### config.mk
export PLATFORM = sky130hd
export DESIGN_NAME = piso_stream
export DESIGN_NICKNAME = d
export VERILOG_FILES = /design/src/rtl/piso_stream.sv
export SDC_FILE = /design/constraint.sdc
export NUM_CORES = 1
export LEC_CHECK = 0
export ABC_AREA = 1
export CORE_ASPECT_RATIO = 0.6
export CORE_UTILIZATION = 35
export CTS_CLUSTER_DIAMETER = 80
export DETAILED_ROUTE_END_ITERATION = 8
export GPL_ROUTABILITY_DRIVEN = 0
export PLACE_DENSITY = 0.7
export SETUP_SLACK_MARGIN = 0.15
export SKIP_CTS_REPAIR_TIMING = 1
export SLEW_MARGIN = 30
export SYNTH_ARGS = -nofsm -noshare
export SYNTH_HDL_FRONTEND = slang
export SYNTH_SLANG_ARGS = --single-unit
### constraint.sdc
create_clock -name clk -period 2 [get_ports clk]
set_input_delay 0.6 -clock clk [delete_from_list [all_inputs] [get_ports clk]]
set_output_delay 0.6 -clock clk [all_outputs]
set_load 0.05 [all_outputs]
### src/rtl/piso_stream.sv
// piso_stream: parallel-to-serial converter with valid/ready on both sides.
// One DATA_W-bit word is loaded and sent as DATA_W/SER_W beats of SER_W bits,
// MSB- or LSB-first. First/last beats are flagged. Back-to-back words are
// streamed with no idle cycle between them.
//
// Optional feature (macro PISO_PARITY_EN): one extra beat follows the data
// beats and carries the even parity of the loaded word in bit 0.
//
// Ports:
//   clk        rising-edge clock
//   rst_n      asynchronous active-low reset
//   in_valid   in_data holds a word to load
//   in_ready   block can accept a word this cycle (combinational)
//   in_data    parallel word, sampled only on the load edge
//   out_valid  out_data holds a valid beat
//   out_ready  downstream accepts the beat this cycle
//   out_data   current serial slice
//   out_first  current beat is beat 0 of its word
//   out_last   current beat is the final beat of its word
//   busy       word in flight
module piso_stream #(
  parameter int unsigned DATA_W    = 8,
  parameter int unsigned SER_W     = 1,
  parameter int unsigned MSB_FIRST = 1
) (
  input  logic              clk,
  input  logic              rst_n,
  input  logic              in_valid,
  output logic              in_ready,
  input  logic [DATA_W-1:0] in_data,
  output logic              out_valid,
  input  logic              out_ready,
  output logic [SER_W-1:0]  out_data,
  output logic              out_first,
  output logic              out_last,
  output logic              busy
);

  localparam int unsigned DBEATS = DATA_W / SER_W;
`ifdef PISO_PARITY_EN
  localparam int unsigned BEATS  = DBEATS + 1;
`else
  localparam int unsigned BEATS  = DBEATS;
`endif
  localparam int unsigned CNT_W  = (BEATS > 1) ? $clog2(BEATS) : 1;
  localparam logic [CNT_W-1:0] LAST_CNT = CNT_W'(BEATS - 1);

  typedef enum logic {
    IDLE  = 1'b0,
    SHIFT = 1'b1
  } state_t;

  state_t            state, state_nxt;
  logic [DATA_W-1:0] shreg, shreg_nxt;
  logic [CNT_W-1:0]  cnt, cnt_nxt;
  logic [DATA_W-1:0] shreg_adv;
  logic [SER_W-1:0]  slice_nxt;
  logic [SER_W-1:0]  out_data_nxt;
  logic              out_valid_nxt;
  logic              out_first_nxt;
  logic              out_last_nxt;
`ifdef PISO_PARITY_EN
  logic              par, par_nxt;
`endif

  // Upstream may load when idle, or on the cycle the last beat is taken.
  assign in_ready = (state == IDLE) || ((state == SHIFT) && out_last && out_ready);

  // Shift register advanced by one beat, zero filled.
  always_comb begin
    if (MSB_FIRST != 0) begin
      shreg_adv = shreg << SER_W;
    end else begin
      shreg_adv = shreg >> SER_W;
    end
  end

  // Next-state, datapath and next-output logic.
  always_comb begin
    state_nxt = state;
    shreg_nxt = shreg;
    cnt_nxt   = cnt;
`ifdef PISO_PARITY_EN
    par_nxt   = par;
`endif
    case (state)
      IDLE: begin
        if (in_valid) begin
          shreg_nxt = in_data;
          cnt_nxt   = '0;
          state_nxt = SHIFT;
`ifdef PISO_PARITY_EN
          par_nxt   = ^in_data;
`endif
        end
      end
      SHIFT: begin
        if (out_ready) begin
          if (cnt == LAST_CNT) begin
            if (in_valid) begin
              // Zero-bubble reload on acceptance of the last beat.
              shreg_nxt = in_data;
              cnt_nxt   = '0;
`ifdef PISO_PARITY_EN
              par_nxt   = ^in_data;
`endif
            end else begin
              shreg_nxt = shreg_adv;
              cnt_nxt   = '0;
              state_nxt = IDLE;
`ifdef PISO_PARITY_EN
              par_nxt   = 1'b0;
`endif
            end
          end else begin
            shreg_nxt = shreg_adv;
            cnt_nxt   = cnt + CNT_W'(1);
          end
        end
      end
      default: begin
        state_nxt = IDLE;
      end
    endcase

    if (MSB_FIRST != 0) begin
      slice_nxt = shreg_nxt[DATA_W-1 -: SER_W];
    end else begin
      slice_nxt = shreg_nxt[SER_W-1:0];
    end

    out_valid_nxt = (state_nxt == SHIFT);
    out_first_nxt = (state_nxt == SHIFT) && (cnt_nxt == '0);
    out_last_nxt  = (state_nxt == SHIFT) && (cnt_nxt == LAST_CNT);
    out_data_nxt  = '0;
    if (state_nxt == SHIFT) begin
      out_data_nxt = slice_nxt;
`ifdef PISO_PARITY_EN
      // Trailing beat carries the parity captured at load.
      if (cnt_nxt == CNT_W'(DBEATS)) begin
        out_data_nxt = SER_W'(par_nxt);
      end
`endif
    end
  end

  // State, datapath and registered outputs.
  always_ff @(posedge clk or negedge rst_n) begin
    if (!rst_n) begin
      state     <= IDLE;
      shreg     <= '0;
      cnt       <= '0;
      out_valid <= 1'b0;
      out_first <= 1'b0;
      out_last  <= 1'b0;
      busy      <= 1'b0;
      out_data  <= '0;
`ifdef PISO_PARITY_EN
      par       <= 1'b0;
`endif
    end else begin
      state     <= state_nxt;
      shreg     <= shreg_nxt;
      cnt       <= cnt_nxt;
      out_valid <= out_valid_nxt;
      out_first <= out_first_nxt;
      out_last  <= out_last_nxt;
      busy      <= out_valid_nxt;
      out_data  <= out_data_nxt;
`ifdef PISO_PARITY_EN
      par       <= par_nxt;
`endif
    end
  end

endmodule

==> impl_metrics.json <==
{
  "numCtsBuffers": 3,
  "drt-initial-drc-count": 28,
  "netlist.area_leader.share_pct": 49.2,
  "drt-vias-per-instance": 4.57,
  "synth_compound_area_share_pct": 13.1,
  "layout-drive-gt1-share_pct": 15.7,
  "yosysUniqueCellTypes": 17,
  "drt_wl_total_mm": 1.67,
  "min_from": "shreg[1]",
  "cp-startpoint": "state",
  "dr.pass1.iters": 4,
  "critPathSlowestCell": "dfrtp_1",
  "worstPathCellList": "nand2_2 -> buf_12",
  "yosys.area.top_type": "dfrtp_1",
  "min_path_type": "reg2reg",
  "required_ps": 1400,
  "ys_seq_elements": 15,
  "synthMuxAreaShare_pct": 0,
  "syn_area_per_cell_um2": 7.87,
  "antenna_found_initial": 0,
  "crit_arrival_ps": 1040,
  "rsz0062_at_grt": "false",
  "syn_nets": 111,
  "syn-cell-area_um2": 763,
  "p_per_area_nw_per_um2": 1150,
  "overflow": 0,
  "crit_type": "reg2out",
  "vias": 681,
  "dieArea_um2": 2380,
  "area_growth_pct": 33.6,
  "start_kind": "register",
  "synthXorXnorAreaFrac_pct": 0,
  "fp.dieH_um": 38.2,
  "period_minus_slack_ps": 1640,
  "fill_cells": 189,
  "fin_util_pct": 52.2,
  "synth_top_family_by_area": "simple AND/OR/NAND/NOR gates",
  "max-cap-violations": 0,
  "yosys-top-cells-area": "dfrtp_1, nand2_1, o211ai_1",
  "hold_viol_final": 0,
  "syn_inst": 97,
  "io_pins": 18,
  "h-tree-depth": 1,
  "synth-simple-area-share_pct": 28.0,
  "worst_pin_slew_ps": 260,
  "grt_max_degree": 16,
  "grt_util_all_layers_pct": 16.6,
  "fin_nets": 136,
  "outcome": "complete, no violations",
  "die_w_um": 62.3,
  "crit_path_max_fanout": 7,
  "maxSlewHeadroom_pct": 82.6,
  "start_util_pct": 39.1,
  "clk_pin_slew_ps": 80,
  "grt_pass1_vias": 604,
  "grt_pass1_wl_mm": 2.79,
  "cts_max_path_buffers": 2,
  "cts_tree": "yes",
  "worst_setup_path_end_kind": "primary output",
  "antenna_cells": 0,
  "portBuffers": 17,
  "setup_violations": 0,
  "rows": 12,
  "synth_fa_ha_area_share_pct": 3.28,
  "finClkSkew_ps": 4.90,
  "post-route-drc-count": 0,
  "finalSetupTns_ps": 0,
  "core_um2": 1950,
  "final_max_slew_viol_count": 0,
  "slowest_delay_ps": 490,
  "p_leak_uw": 0.000530,
  "clock_sinks": 15,
  "root_buffer": "clkbuf_4",
  "ir_drop_mv": 0.439,
  "final_antenna_net_count": 0,
  "wl_per_cell_um": 11.2,
  "dp_hpwl_mm": 1.26,
  "r2r_start": "cnt[0]",
  "synth_seq_area_share_pct": 49.2,
  "max_freq_mhz": 611,
  "ys_warn_count": 0,
  "fin_crit_sh_pct": 81.8,
  "insertion_delay_ps": 290
}
[metrics by stage]
stage	area, um^2	setup WS [ps]	total power [uW]	hold WS (ps)	std cells
after floorplan	763	264	836	304	97
after global placement	988	19.3	991	471	145
after detailed placement	988	20.2	1000	480	145
after CTS	1010	14.6	1190	499	149
after global routing	1020	272	1270	535	149
final	1020	363	1170	491	149
[sequential cells by signal (all words and copies together), names as in the netlist]
name / cells
shreg: 8
cnt: 3
out_data: 1
out_first: 1
out_last: 1
state: 1
[power by group]
group	switching [uW]	total [uW]	internal [uW]
combinational	318	518	200
sequential	66.4	481	415
clock	96.9	175	77.7
[per-layer routing]
layer | up-vias | wire length (um) | GRT usage [%]
met5 | - | 0 | 0
met4 | 0 | 18 | 6.98
met3 | 4 | 86 | 6.25
met2 | 10 | 693 | 25.3
met1 | 307 | 871 | 21.4
li1 | 360 | - | -
[path summary, 6_finish.rpt]
kind / endpoint / slack, ps / cells past startpoint
max: in_ready / 360 / 2
min: shreg[1] / 490 / 2
max reg2reg: shreg[1] / 430 / 8
min reg2reg: shreg[1] / 490 / 2
max in group asynchronous: shreg[1] / 1210 / 2
min in group asynchronous: shreg[6] / 610 / 2
[synthesized netlist by cell type]
library cell and n:
nand2_2 2, o21ai_0 7, a21oi_1 2, dfrtp_1 15
clkinv_1 1, o21ai_1 1, nor2_1 8, or2_0 1
inv_2 1, nor3_2 1, inv_1 9, buf_4 1
o211ai_1 5, ha_1 2, nand3_1 4, a22oi_2 1
nand2_1 36
[critical path: cells and delay by family (launching register included)]
family / cells / cell delay (ps)
and+or+nand+nor: 1 / 110
buffers and inverters: 1 / 150
DFF: 1 / 490
[layout make-up]
type	count	area, um^2	area share, %
sequential	15	375	36.8
clock buffer	4	26.3	2.58
multi-input combinational	70	342	33.5
tap	28	35.0	3.44
inverter	11	41.3	4.05
timing repair buffer	21	200	19.6
[logic make-up (layout without fill, tap and decap cells)]
| group | after synthesis | count (layout) |
|---|---|---|
| and+or+nand+nor | 52 | 52 |
| adders and majority gates | 2 | 2 |
| AOI/OAI and AO/OA | 16 | 16 |
| DFF | 15 | 15 |
| buffers and inverters | 12 | 36 |
[layout by cell type (no fill, tap or decap)]
cell	instances
buf_4	9
a22oi_2	1
inv_1	9
dfrtp_1	15
ha_1	2
o21ai_1	1
o211ai_1	5
nand2_1	35
nor2_1	8
clkdlybuf4s50_1	10
clkinv_1	1
dlymetal6s2s_1	1
inv_2	1
a21oi_1	2
o21ai_0	7
clkbuf_1	1
nor3_2	1
nand3_1	4
clkbuf_4	3
buf_12	1
or2_0	1
nand2_2	3
Power figures use the tool's default switching activity.
